**config.mk**
```make
export PLATFORM = sky130hd
export DESIGN_NAME = fp_except_pack_pipe
export DESIGN_NICKNAME = d
export VERILOG_FILES = /design/src/rtl/fp_pkg.sv /design/src/rtl/fp_pack_classify.sv /design/src/rtl/fp_except_pack_pipe.sv
export SDC_FILE = /design/constraint.sdc
export NUM_CORES = 1
export LEC_CHECK = 0
export ABC_AREA = 0
export CORE_ASPECT_RATIO = 1.75
export CORE_UTILIZATION = 30
export DETAILED_ROUTE_END_ITERATION = 8
export PLACE_DENSITY = 0.58
export SLEW_MARGIN = 20
export SYNTH_ARGS = -nofsm -noshare
export SYNTH_HDL_FRONTEND = slang
export SYNTH_SLANG_ARGS = --single-unit
```
**constraint.sdc**
```tcl
create_clock -name clk -period 1.6 [get_ports clk]
set_input_delay 0.4 -clock clk [delete_from_list [all_inputs] [get_ports clk]]
set_output_delay 0.4 -clock clk [all_outputs]
set_load 0.05 [all_outputs]
```
**src/rtl/fp_pkg.sv**
```systemverilog
// Shared FP result types: operand-checker special-case codes, result error codes
// and the bit positions of the sticky {NV,DZ,OF,UF,NX} exception flags.
package fp_pkg;

    typedef enum logic [2:0] {
        NO_ERR      = 3'd0,
        ZERO_OP_ERR = 3'd1,
        INF_ERR     = 3'd2,
        NAN_ERR     = 3'd3,
        ZERO_ERR    = 3'd4,
        DIVZ_ERR    = 3'd5
    } i_err_t;

    typedef enum logic [2:0] {
        NONE      = 3'd0,
        INVALID   = 3'd1,
        DIVZERO   = 3'd2,
        OVERFLOW  = 3'd3,
        UNDERFLOW = 3'd4,
        INEXACT   = 3'd5
    } o_err_t;

    localparam int FLG_NV = 4;
    localparam int FLG_DZ = 3;
    localparam int FLG_OF = 2;
    localparam int FLG_UF = 1;
    localparam int FLG_NX = 0;

endpackage

```
**src/rtl/fp_pack_classify.sv**
```systemverilog
// Combinational packer: selects the IEEE-754 word for the special-case code,
// patches carry-overflow into infinity and derives the error code and flag events.
module fp_pack_classify
    import fp_pkg::*;
#(
    parameter int EXP_W = 8,
    parameter int SIG_W = 23,
    parameter int FW    = EXP_W + SIG_W + 1
) (
    input  logic              sign_i,
    input  logic [EXP_W-1:0]  exp_i,
    input  logic [SIG_W+3:0]  sig_untrunc_i,
    input  logic              carry_i,
    input  logic [FW-2:0]     nz_op_i,
    input  i_err_t            err_i,
    output logic [FW-1:0]     fp_word,
    output o_err_t            err_code,
    output logic [4:0]        events
);

    localparam logic [EXP_W-1:0] EXP_ONES = '1;

    logic              p_sign;
    logic [EXP_W-1:0]  p_exp;
    logic [SIG_W-1:0]  p_frac;
    logic [SIG_W-1:0]  frac_raw;
    logic              grs;
    logic              unused_hidden;

    // The hidden bit is implied by the exponent field and never stored.
    assign unused_hidden = sig_untrunc_i[SIG_W+3];
    assign frac_raw      = sig_untrunc_i[SIG_W+2:3];
    assign grs           = |sig_untrunc_i[2:0];

    always_comb begin
        p_sign = sign_i;
        p_exp  = exp_i;
        p_frac = frac_raw;
        case (err_i)
            ZERO_OP_ERR:       {p_exp, p_frac} = nz_op_i;
            INF_ERR, DIVZ_ERR: begin p_exp = EXP_ONES; p_frac = '0; end
            NAN_ERR: begin
                p_sign = 1'b0;
                p_exp  = EXP_ONES;
                p_frac = {1'b1, {(SIG_W-1){1'b0}}};
            end
            ZERO_ERR: begin p_sign = 1'b0; p_exp = '0; p_frac = '0; end
            default: ;
        endcase
        // A normalisation carry into the all-ones exponent means infinity, not NaN.
        if (err_i != NAN_ERR && carry_i && p_exp == EXP_ONES && p_frac != '0)
            p_frac = '0;
    end

    assign fp_word = {p_sign, p_exp, p_frac};

    always_comb begin
        if (err_i == DIVZ_ERR)                        err_code = DIVZERO;
        else if (p_exp == EXP_ONES && p_frac == '0)   err_code = OVERFLOW;
        else if (p_exp == EXP_ONES)                   err_code = INVALID;
        else if (p_exp == '0 && p_frac != '0)         err_code = UNDERFLOW;
        else if (err_i == NO_ERR && grs)              err_code = INEXACT;
        else                                          err_code = NONE;
    end

    // An infinity that arrived as an operand is reported but did not overflow here.
    always_comb begin
        events = '0;
        case (err_code)
            INVALID: events[FLG_NV] = 1'b1;
            DIVZERO: events[FLG_DZ] = 1'b1;
            OVERFLOW: begin
                if (err_i != INF_ERR || carry_i) begin
                    events[FLG_OF] = 1'b1;
                    events[FLG_NX] = 1'b1;
                end
            end
            UNDERFLOW: begin
                events[FLG_UF] = 1'b1;
                events[FLG_NX] = grs;
            end
            INEXACT: events[FLG_NX] = 1'b1;
            default: ;
        endcase
    end

endmodule

```
**src/rtl/fp_except_pack_pipe.sv**
```systemverilog
// Registered FP result packer with valid/ready handshake and sticky exception flags.
// Define FP_EXC_COUNT_EN to add five 16-bit saturating per-flag event counters.
module fp_except_pack_pipe
    import fp_pkg::*;
#(
    parameter int EXP_W = 8,
    parameter int SIG_W = 23,
    parameter int FW    = EXP_W + SIG_W + 1
) (
    input  logic              clk,
    input  logic              rst_n,
    input  logic              in_valid,
    output logic              in_ready,
    input  logic              sign_i,
    input  logic [EXP_W-1:0]  exp_i,
    input  logic [SIG_W+3:0]  sig_untrunc_i,
    input  logic              carry_i,
    input  logic [FW-2:0]     nz_op_i,
    input  i_err_t            err_i,
    output logic              out_valid,
    input  logic              out_ready,
    output logic [FW-1:0]     fp_out,
    output o_err_t            err_o,
    output logic [4:0]        fflags_o,
    input  logic              flags_clr
`ifdef FP_EXC_COUNT_EN
    ,
    output logic [15:0]       cnt_nv_o,
    output logic [15:0]       cnt_dz_o,
    output logic [15:0]       cnt_of_o,
    output logic [15:0]       cnt_uf_o,
    output logic [15:0]       cnt_nx_o
`endif
);

    logic [FW-1:0] fp_word;
    o_err_t        err_code;
    logic [4:0]    events;
    logic [4:0]    ev_q;
    logic          load;
    logic          drain;

    fp_pack_classify #(
        .EXP_W (EXP_W),
        .SIG_W (SIG_W),
        .FW    (FW)
    ) u_classify (
        .sign_i        (sign_i),
        .exp_i         (exp_i),
        .sig_untrunc_i (sig_untrunc_i),
        .carry_i       (carry_i),
        .nz_op_i       (nz_op_i),
        .err_i         (err_i),
        .fp_word       (fp_word),
        .err_code      (err_code),
        .events        (events)
    );

    assign in_ready = !out_valid || out_ready;
    assign load     = in_valid && in_ready;
    assign drain    = out_valid && out_ready;

    // Event bits travel with the result so flags update only when it is consumed.
    always_ff @(posedge clk or negedge rst_n) begin
        if (!rst_n) begin
            out_valid <= 1'b0;
            fp_out    <= '0;
            err_o     <= NONE;
            ev_q      <= '0;
        end else if (load) begin
            out_valid <= 1'b1;
            fp_out    <= fp_word;
            err_o     <= err_code;
            ev_q      <= events;
        end else if (drain) begin
            out_valid <= 1'b0;
        end
    end

    always_ff @(posedge clk or negedge rst_n) begin
        if (!rst_n)
            fflags_o <= '0;
        else if (flags_clr || drain)
            fflags_o <= (flags_clr ? 5'b0 : fflags_o) | (drain ? ev_q : 5'b0);
    end

`ifdef FP_EXC_COUNT_EN
    logic [15:0] cnt_q [5];

    always_ff @(posedge clk or negedge rst_n) begin
        if (!rst_n) begin
            for (int i = 0; i < 5; i++) cnt_q[i] <= '0;
        end else begin
            for (int i = 0; i < 5; i++) begin
                if (flags_clr)
                    cnt_q[i] <= (drain && ev_q[i]) ? 16'd1 : 16'd0;
                else if (drain && ev_q[i] && cnt_q[i] != 16'hFFFF)
                    cnt_q[i] <= cnt_q[i] + 16'd1;
            end
        end
    end

    assign cnt_nv_o = cnt_q[FLG_NV];
    assign cnt_dz_o = cnt_q[FLG_DZ];
    assign cnt_of_o = cnt_q[FLG_OF];
    assign cnt_uf_o = cnt_q[FLG_UF];
    assign cnt_nx_o = cnt_q[FLG_NX];
`endif

endmodule
```
==> metrics.md, run 1 <==
| Metric | Value |
|---|---|
| Routed Antenna Nets | `0` |
| Number of synthesized register bits | `46` |
| Fmax | `0.437 GHz` |
| HP Class | `in2async` |
| Crit share post-route | `1.43` |
| Hold Vio Cnt, Final | `0` |
| Core Area | `8730 sq um` |
| Synthesized area | `2720 sq um` |
| Number of global-route vias before repair | `3,231` |
| R2R setup slack | `0.19 ns` |
| Detailed-route DRC error count | `0` |
| RePlAce Congestion | `0.856` |
| Die ar. | `9460 sq um` |
| Drt first-iter violations | `129` |
| Synth cell types | `48` |
| Most common cell in the netlist | `dfrtp_1` |
| Reg2Reg Depth | `5` |
| All-Layer GR Usage | `0.224` |
| I/O pin total | `118` |
| Largest net degree at the start of global routing | `43` |
| Top FF cell, synth | `dfrtp_1` |
| Clock latency on the worst-skew pair | `0.29 ns` |
| Drt pass-1 iters | `4` |
| Initial Util | `0.311` |
| Avg WL per Cell | `18.0 um` |
| Grt ovf | `0` |
| Max_slew headroom | `0.727` |
| Cell Rows | `45` |
| Final Non-Filler Cells | `608` |
| ANT cells | `0` |
| I/O Buffers | `116` |
| Layout cells sized above 1 | `0.468` |
| Synthesis Warnings | `0` |
| Leakage | `2.56 nW` |
| RR Endpoint | `fp_out[22]` |
| VDD IR max | `441 uV` |
| Area Overhead vs Synth | `116%` |
| Req. time, crit path | `1.77 ns` |
| Max Root-Sink Buffers | `2` |
| Die Span X | `73.9 um` |
| Clk_skew | `0.00125 ns` |
| Post-synth top area cell | `dfrtp_1` |
| Top area cells in the synthesized netlist | `dfrtp_1, o31ai_2, nand2_1, a21oi_1, and3_1` |
| Nets | `568` |
| Top cells by count, synth | `dfrtp_1, nand2_1, a21oi_1` |
| CP Launch Type | `primary input` |
| Top-area cell type share of the netlist area | `0.424` |
| Status | `finished with violations` |
| CTS tree | `yes` |
| Setup crit end kind | `flip-flop` |
| CTS buffer count | `5` |
| Number of synthesized flops with an enable pin | `0` |
| Crit Path Category | `in2reg` |
| Placed cells | `574` |
| Final Critical Period | `2.29 ns` |
| RSZ-0062 raised after global routing | `yes` |
| Sequential cell area fraction in the yosys report | `0.424` |
| Power per Cell Area | `824 nW/um^2` |
| Worst hold slack | `0.0374 ns` |
| Setup Viol. Count Final | `32` |
| Post-synth ARST share | `1.00` |
| Setup slack after layout | `-0.690 ns` |
| Die Y | `128 um` |
| Initial antenna violation count | `0` |
| Hold Buf Count CTS | `0` |
| Synth Instances | `298` |
| Clock-pin slew on the worst setup and hold paths | `0.06 ns` |
| H-tree levels | `2` |
| Post-Syn Area per Cell | `9.12 sq um` |
| Peak fanout along the critical path | `6` |
| Routed via count | `3,147` |
| Vias/cell | `5.18` |
| WL final | `10.9 mm` |
| First-pass GRT wire length | `15.8 mm` |
| Final Max Tran Viols | `0` |
| Clock root cell | `clkbuf_16` |
| Violated checks | `setup timing` |
| Worst Max-Slew Pin Slew | `0.406 ns` |
| CP arrival | `2.46 ns` |
| Maxcap violations | `0` |
| Sink Count | `46` |
| Syn Nets | `375` |
| Post-DP HPWL | `7.74 mm` |
| Origin of the critical flop-to-flop path | `out_valid` |
## worst max-delay path, stage by stage
cell	delay (ns)
buf_6	0.10
buf_6	0.12
ha_4	0.30
nor2_4	0.05
mux2i_4	0.23
o21ai_0	0.13
a222oi_1	0.33
nand3b_2	0.18
nor3_4	0.25
buf_6	0.15
clkbuf_16	0.16
o31ai_4	0.06
## final cells by class
type / instances / area, sq um
Inverter: 10 / 50.0
Tap cell: 117 / 146
Sequential cell: 46 / 1150
Multi-Input combinational cell: 222 / 1940
Fill cell: 632 / 2850
Timing Repair Buffer: 206 / 2450
Clock buffer: 7 / 133
## per-stage QoR
stage | util | setup slack [ns] | setup TNS (ns) | total power, mW | area [sq um]
floorplan | - | -0.745 | -25.17 | 2.35 | 2780
global placement | 0.563 | -1.55 | -45.44 | 3.53 | 4920
detailed placement | 0.563 | -1.54 | -46.64 | 3.56 | 4920
CTS | 0.627 | -0.785 | -20.68 | 4.69 | 5470
global route | 0.673 | -0.811 | -23.07 | 5.03 | 5870
finish | 0.673 | -0.690 | -19.67 | 4.84 | 5870
## how the worst max path moves through the flow
stage               cells after the start         end  slack (ns)     start
floorplan                              11  fp_out[10]       -0.75  err_i[2]
global placement                       10    err_o[2]       -1.55  err_i[2]
detailed placement                     10    err_o[2]       -1.54  err_i[2]
CTS                                    11    err_o[2]       -0.78  err_i[2]
global route                           12  fp_out[20]       -0.81  err_i[1]
finish                                 12   fp_out[3]       -0.69  err_i[1]
## state kept, by name, indices dropped and copies added, names as in the netlist
register and cells:
out_valid 1, fp_out 32, fflags_o 5, err_o 3
ev_q 5
## metal layers
layer,GRT usage,vias up,wire length (um)
li1,-,1481,-
met1,0.214,1517,3640
met2,0.430,116,6420
met3,0.0330,33,423
met4,0.130,0,456
met5,0,-,0
## cells in the final DEF, fill, tap and decap left out, drive strengths merged, types with 2 or more instances in the layout
cell / netlist / routed
a31oi: 2 / 2
dlygate4sd2: 0 / 5
nand3: 10 / 10
o21ai: 19 / 19
a21o: 3 / 3
and3: 19 / 19
mux2i: 4 / 4
clkdlybuf4s15: 0 / 8
nor2b: 2 / 2
nand2b: 2 / 2
or3: 4 / 4
a211o: 2 / 2
inv: 10 / 10
nor3: 10 / 10
nand4: 2 / 2
and2: 4 / 4
nor4: 5 / 5
or4: 5 / 5
nor2: 11 / 11
a21oi: 27 / 27
dfrtp: 46 / 46
nand2: 44 / 44
o31ai: 30 / 30
clkbuf: 13 / 15
buf: 7 / 133
nand3b: 3 / 3
dlymetal6s2s: 0 / 5
clkdlybuf4s50: 0 / 47
## cell families after synthesis
logic type,count (synthesis),share of synthesized area
DFF,46,0.424
AOI/OAI and AO/OA,92,0.249
and+or+nand+nor,124,0.249
adders and majority gates,1,0.00460
muxes,5,0.0189
buffers and inverters,30,0.0557
## where the power goes
part | internal, mW | switching [mW]
Sequential | 1.31 | 0.170
Clock | 0.571 | 0.402
Combinational | 1.22 | 1.17
## repair_timing
item                       in CTS  in global routing
setup endpoints to repair      39                 36
buffers inserted               20                  9
gates resized for setup        97                 78
cloned                          1                  3
pin swaps                      23                 29
Note: power is estimated with default switching activity, not from simulation.
==> run 2, diff against run 1 <==
==> constraint.sdc (replaced) <==
create_clock -name clk -period 2.5 [get_ports clk]
set_input_delay 0.625 -clock clk [delete_from_list [all_inputs] [get_ports clk]]
set_output_delay 0.625 -clock clk [all_outputs]
set_load 0.05 [all_outputs]
==> run 2 against run 1 <==
Effect of this change: the run still ends with setup timing left; final cell count down 2.3%; sequential power fell by 39%; hold slack better by 0.26 ns; highest routed layer unchanged; utilization fell by 9.3 points; total power shrank 43%; clock-buffer cell count stayed put; sequential share of layout area grew 3.1 points; global-route usage barely moved; setup slack improved by 0.68 ns.
==> metrics.md, run 2 (same netlist as run 1, synthesis figures left out) <==
| Metric | Value |
|---|---|
| Power per Cell Area | `543 nW/um^2 (was 824 nW/um^2)` |
| Wl on met1 | `3.36 mm (was 3.64 mm)` |
| I/O Buffers | `116 (unchanged)` |
| Dpl cell area | `4390 sq um (was 4920 sq um)` |
| WL final | `10.1 mm (was 10.9 mm)` |
| Die Y | `128 um (unchanged)` |
| Initial Util | `0.311 (unchanged)` |
| Max FFs per register | `32 (unchanged)` |
| Avg WL per Cell | `16.9 um (was 18.0 um)` |
| Detailed-route DRC error count | `0 (unchanged)` |
| Worst path max stage delay | `0.56 ns (was 0.33 ns)` |
| Hold Vio Cnt, Final | `0 (unchanged)` |
| Drt first-iter violations | `84 (was 129)` |
| Violated checks | `setup timing (unchanged)` |
| Vias/cell | `5.07 (was 5.18)` |
| CP max stage cell | `or4_4 (was a222oi_1)` |
| Leakage | `2.21 nW (was 2.56 nW)` |
| Drt pass-1 iters | `4 (unchanged)` |
| CTS buffer count | `5 (unchanged)` |
| Clock latency on the worst-skew pair | `0.29 ns (about the same)` |
| Crit share post-route | `1.00` |
| Fmax | `0.398 GHz` |
| H-tree levels | `2 (unchanged)` |
| Req. time, crit path | `2.67 ns (was 1.77 ns)` |
| RePlAce Congestion | `0.855 (was 0.856)` |
| Clock root cell | `clkbuf_16 (unchanged)` |
| Die ar. | `9460 sq um (unchanged)` |
| Top reg by flops | `fp_out (unchanged)` |
| RSZ-0062 raised after global routing | `yes (unchanged)` |
| CP arrival | `2.68 ns (was 2.46 ns)` |
| Worst hold slack | `0.301 ns (was 0.0374 ns)` |
| Final instance area | `5060 sq um (was 5870 sq um)` |
| Routed via count | `3,012 (was 3,147)` |
| HP Class | `in2async (unchanged)` |
| Core Area | `8730 sq um (unchanged)` |
| Grt ovf | `0 (unchanged)` |
| CP most frequent cell | `nor4_4 (was buf_6)` |
| Clock-pin slew on the worst setup and hold paths | `0.06 ns (about the same)` |
| Most frequent cells in the layout | `clkdlybuf4s50_1, buf_4, dfrtp_1, nand2_1, a21oi_1 (was buf_4, buf_12, clkdlybuf4s50_1, dfrtp_1, nand2_1)` |
| Routed wl met2 | `5.99 mm (was 6.42 mm)` |
| First-pass GRT wire length | `15.8 mm (about the same)` |
| Number of global-route vias before repair | `3,205 (was 3,231)` |
| Maxcap violations | `0 (unchanged)` |
| Wire length on met3 | `389 um (was 423 um)` |
| Initial antenna violation count | `0 (unchanged)` |
| Post-DP HPWL | `7.59 mm (was 7.74 mm)` |
| Highest metal used | `met4 (unchanged)` |
| Clk_skew | `0.00361 ns (was 0.00125 ns)` |
| Peak fanout along the critical path | `3 (was 6)` |
| Layout cells sized above 1 | `0.329 (was 0.468)` |
| Setup slack after layout | `-0.0124 ns (was -0.690 ns)` |
| Setup Viol. Count Final | `2 (was 32)` |
| CTS tree | `yes (unchanged)` |
| Filler Cells Inserted | `768 (was 632)` |
| Final Critical Period | `2.51 ns` |
| CP Launch Type | `primary input (unchanged)` |
| Crit Path Category | `in2reg (unchanged)` |
| VDD IR max | `276 uV (was 441 uV)` |
| Total power draw | `2.75 mW (was 4.84 mW)` |
| Cell Rows | `45 (unchanged)` |
| Sink Count | `46 (unchanged)` |
| Max_slew headroom | `0.612 (was 0.727)` |
| Largest regs | `fp_out x32, ev_q x5, fflags_o x5 (unchanged)` |
| Flip-flop and latch area | `1150 sq um (unchanged)` |
| Die Span X | `73.9 um (unchanged)` |
| Setup crit end kind | `flip-flop (unchanged)` |
| Final Max Tran Viols | `0 (unchanged)` |
| Max Root-Sink Buffers | `2 (unchanged)` |
| DP Worst Slack | `-1.33 ns (was -1.54 ns)` |
| All-Layer GR Usage | `0.225 (was 0.224)` |
| Routed Antenna Nets | `0 (unchanged)` |
| Largest net degree at the start of global routing | `29 (was 43)` |
| Area Overhead vs Synth | `86.4% (was 116%)` |
| Post-Route Utilization | `0.580 (was 0.673)` |
| ANT cells | `0 (unchanged)` |
| Area occupied by multi-input gates | `1750 sq um (was 1940 sq um)` |
| Status | `finished with violations (unchanged)` |
| Worst Max-Slew Pin Slew | `0.580 ns (was 0.406 ns)` |
| I/O pin total | `118 (unchanged)` |
| Nets | `554 (was 568)` |
| Commonest non-fill, non-tap cell in the layout | `clkdlybuf4s50_1 (was buf_4)` |
| Crit-path cells | `buf_6 > or4_4 > nor4_4 > a21oi_2 > nor4_4 > buf_4 > nor4_4 > buf_4 > a211oi_2 > o21bai_1 (was buf_6 > buf_6 > ha_4 > nor2_4 > mux2i_4 > o21ai_0 > a222oi_1 > nand3b_2 > nor3_4 > buf_6 > clkbuf_16 > o31ai_4)` |
==> run 2: cell count changes in the layout (fill, tap and decap cells not counted), sizes merged <==
cell	change
buf	-53
clkdlybuf4s50	+43
clkdlybuf4s15	-5
clkbuf	-3
dlygate4sd2	+2
bufbuf	+1
nor3	+1
==> run 2: through the flow <==
step                std cells  setup TNS (ns)
floorplan                 298           -1.40
finish                    594         -0.0135
detailed placement        564          -35.04
CTS                       594           -1.80
global placement          564          -33.97
global route              594          -0.866
==> run 2: critical path, delay by kind of cell <==
kind	cells	cell delay, ns
and+or+nand+nor	4	1.23
buffers and inverters	3	0.42
AOI/OAI and AO/OA	3	0.40
==> run 2: path summary, 6_finish.rpt <==
kind	from	endpoint	slack, ns	depth (start not counted)
worst max-delay path	nz_op_i[10]	ev_q[0]	-0.01	10
worst min-delay path	rst_n	fflags_o[4]	0.30	1
worst max register to register	out_valid	fp_out[27]	0.89	5
worst min register to register	fp_out[31]	fp_out[31]	0.48	2
max in group asynchronous	rst_n	fp_out[29]	1.69	2
min in group clk	fp_out[31]	fp_out[31]	0.48	2
==> run 2: layout make-up <==
class / count / area share
flip-flops and latches: 46 / 0.227
repair buffers: 191 / 0.363
clock buffers: 7 / 0.0262
multi-input cells: 223 / 0.345
well taps: 117 / 0.0289
inverters: 10 / 0.00988
==> run 2: metal layers <==
layer | vias up | track usage
met3 | 22 | 0.0314
met1 | 1425 | 0.223
met2 | 111 | 0.441
met5 | - | 0
met4 | 0 | 0.0916
li1 | 1454 | -
==> run 2: report_power, final <==
part | total [mW] | internal [mW] | switching (mW)
Sequential | 0.898 | 0.838 | 0.0595
Clock | 0.622 | 0.366 | 0.257
Combinational | 1.23 | 0.536 | 0.696
Total | 2.75 | 1.74 | 1.01
==> run 2: repair_timing <==
action | CTS | global route
endpoints found under the setup margin | 30 | 31
resized for setup | 83 | 51
hold buffers | 0 | 0
cloned | 3 | 0
pin swaps | 30 | 27
buffers inserted | 26 | 3
endpoints found under the hold margin | 0 | 0
==> run 3, diff against run 2 <==
--- a/config.mk
+++ b/config.mk
@@ -7,6 +7,7 @@
 export LEC_CHECK = 0
 export ABC_AREA = 0
 export CORE_ASPECT_RATIO = 1.75
+export CORE_MARGIN = 3
 export CORE_UTILIZATION = 30
 export DETAILED_ROUTE_END_ITERATION = 8
 export PLACE_DENSITY = 0.58
==> run 3 against run 2 <==
Effect of this change: the run still ends with setup timing left; final cell count rose by 1.0%; hold slack improved by 0.082 ns; highest routed layer unchanged; clock skew barely moved; via count rose by 1.0%; die area rose by 8.7%; total power rose by 5.9%; flip-flop and latch count did not move.
==> metrics.md, run 3 (same netlist as run 1, synthesis figures left out) <==
| Metric | Value |
|---|---|
| Status | `finished with violations (unchanged)` |
| Violated checks | `setup timing (unchanged)` |
| TNS Setup | `-5.02 ns (was -0.0135 ns)` |
| Largest net degree at the start of global routing | `31 (was 29)` |
| Final instance area | `5230 sq um (was 5060 sq um)` |
| Worst hold slack | `0.383 ns (was 0.301 ns)` |
| HP Class | `in2async (unchanged)` |
| Grt ovf | `0 (unchanged)` |
| RePlAce Congestion | `0.830 (was 0.855)` |
| Max FFs per register | `32 (unchanged)` |
| Number of global-route vias before repair | `3,296 (was 3,205)` |
| WL final | `10.2 mm (was 10.1 mm)` |
| ANT cells | `0 (unchanged)` |
| Final Max Tran Viols | `0 (unchanged)` |
| Fmax | `0.365 GHz (was 0.398 GHz)` |
| Max Root-Sink Buffers | `2 (unchanged)` |
| Req. time, crit path | `2.68 ns (was 2.67 ns)` |
| Reg2Reg Depth | `4 (was 5)` |
| Clk_skew | `0.00320 ns (was 0.00361 ns)` |
| Leakage | `2.27 nW (was 2.21 nW)` |
| Top reg by flops | `fp_out (unchanged)` |
| Avg WL per Cell | `17.0 um (was 16.9 um)` |
| Final Critical Period | `2.74 ns (was 2.51 ns)` |
| Dpl cell area | `4450 sq um (was 4390 sq um)` |
| Crit Path Category | `in2reg (unchanged)` |
| DP Worst Slack | `-0.839 ns (was -1.33 ns)` |
| All-Layer GR Usage | `0.200 (was 0.225)` |
| Commonest non-fill, non-tap cell in the layout | `clkdlybuf4s50_1 (unchanged)` |
| Most frequent cells in the layout | `clkdlybuf4s50_1, buf_4, dfrtp_1, nand2_1, a21oi_1 (unchanged)` |
| Worst Max-Slew Pin Slew | `0.728 ns (was 0.580 ns)` |
| Setup crit end kind | `flip-flop (unchanged)` |
| Area occupied by multi-input gates | `1760 sq um (was 1750 sq um)` |
| Max_slew headroom | `0.515 (was 0.612)` |
| Clock latency on the worst-skew pair | `0.29 ns (about the same)` |
| Cell Rows | `45 (unchanged)` |
| Sink Count | `46 (unchanged)` |
| Detailed-route DRC error count | `0 (unchanged)` |
| CP arrival | `2.91 ns (was 2.68 ns)` |
| CTS tree | `yes (unchanged)` |
| Placed cells | `569 (was 564)` |
| Setup slack after layout | `-0.238 ns (was -0.0124 ns)` |
| Core Area | `8730 sq um (unchanged)` |
| Power per Cell Area | `557 nW/um^2 (was 543 nW/um^2)` |
| H-tree levels | `2 (unchanged)` |
| Vias/cell | `5.07 (about the same)` |
| I/O Buffers | `116 (unchanged)` |
| R2R setup slack | `0.91 ns (was 0.89 ns)` |
| Maxcap violations | `0 (unchanged)` |
| Crit share post-route | `1.10 (was 1.00)` |
| Routed via count | `3,042 (was 3,012)` |
| Routed Antenna Nets | `0 (unchanged)` |
| First-pass GRT wire length | `16.2 mm (was 15.8 mm)` |
| Die Y | `132 um (was 128 um)` |
| Initial antenna violation count | `0 (unchanged)` |
| Area Overhead vs Synth | `92.5% (was 86.4%)` |
| Die Span X | `77.9 um (was 73.9 um)` |
| CP Launch Type | `primary input (unchanged)` |
| Clock-pin slew on the worst setup and hold paths | `0.06 ns (about the same)` |
| Post-DP HPWL | `7.61 mm (was 7.59 mm)` |
| RSZ-0062 raised after global routing | `yes (unchanged)` |
| Post-Route Utilization | `0.600 (was 0.580)` |
| CTS buffer count | `5 (unchanged)` |
| Largest regs | `fp_out x32, ev_q x5, fflags_o x5 (unchanged)` |
| Peak fanout along the critical path | `6 (was 3)` |
| Die ar. | `10,300 sq um (was 9460 sq um)` |
| RR Endpoint | `fp_out[6] (was fp_out[27])` |
| Drt first-iter violations | `140 (was 84)` |
| Flip-flop and latch area | `1150 sq um (unchanged)` |
| Initial Util | `0.311 (unchanged)` |
| Origin of the critical flop-to-flop path | `out_valid (unchanged)` |
| Layout cells sized above 1 | `0.308 (was 0.329)` |
| Hold Vio Cnt, Final | `0 (unchanged)` |
| Clock root cell | `clkbuf_16 (unchanged)` |
| I/O pin total | `118 (unchanged)` |
| VDD IR max | `316 uV (was 276 uV)` |
| Filler Cells Inserted | `770 (was 768)` |
| Total power draw | `2.92 mW (was 2.75 mW)` |
| Nets | `559 (was 554)` |
| Hold Buf Count CTS | `0 (unchanged)` |
| Setup Viol. Count Final | `29 (was 2)` |
| Drt pass-1 iters | `4 (unchanged)` |
| Final Non-Filler Cells | `600 (was 594)` |
## run 3: changes by cell type in the layout (fill, tap and decap cells not counted), moves of 3 or more
cell,before,now
o31ai_2,19,3
o31ai_4,3,18
o21ai_0,9,13
buf_16,0,3
buf_4,59,62
clkbuf_2,5,2
dlygate4sd2_1,7,10
mux2i_4,4,1
o21ai_2,4,1
## run 3: where the power goes
part	leakage [nW]	internal (mW)	switching [mW]
registers	0.599	0.837	0.0589
logic	1.59	0.545	0.702
clock network	0.0842	0.474	0.299
total	2.27	1.86	1.06
## run 3: final cells by class
class                   instances  share of cell area
repair buffers                197               0.374
multi-input cells             222               0.337
flip-flops and latches         46               0.220
well taps                     117              0.0280
clock buffers                   5              0.0239
inverters                      10             0.00956
clock inverters                 3             0.00837
## run 3: timing repair
action,CTS,global route
cloned,3,0
resized for setup,68,32
pin swaps,21,24
setup buffers,19,3
endpoints found under the setup margin,30,30
## run 3: critical path, stage by stage
cell and delay, ns:
buf_6 0.08, buf_6 0.12, inv_12 0.03, ha_4 0.28, buf_12 0.11, nor2_4 0.04, mux2i_4 0.21, o21ai_2 0.10
a222oi_1 0.43, nand3b_2 0.20, nor3_4 0.23, buf_12 0.13, buf_8 0.11, buf_12 0.14, o31ai_4 0.08
## run 3: layer usage
layer / vias to the layer above / part of all wire / track usage
met5: - / 0 / 0
met1: 1460 / 0.34 / 0.196
met4: 0 / 0.032 / 0.0827
li1: 1467 / - / -
met2: 96 / 0.58 / 0.399
met3: 19 / 0.045 / 0.0308
## run 3: how the worst max path moves through the flow
stage	from	endpoint	slack, ns	cells past startpoint
floorplan	err_i[2]	fp_out[10]	-0.07	11
detailed placement	err_i[2]	ev_q[0]	-0.84	12
CTS	err_i[2]	fp_out[21]	-0.18	15
global placement	err_i[2]	err_o[2]	-0.84	10
finish	err_i[2]	fp_out[21]	-0.24	15
global route	err_i[2]	fp_out[18]	-0.36	15
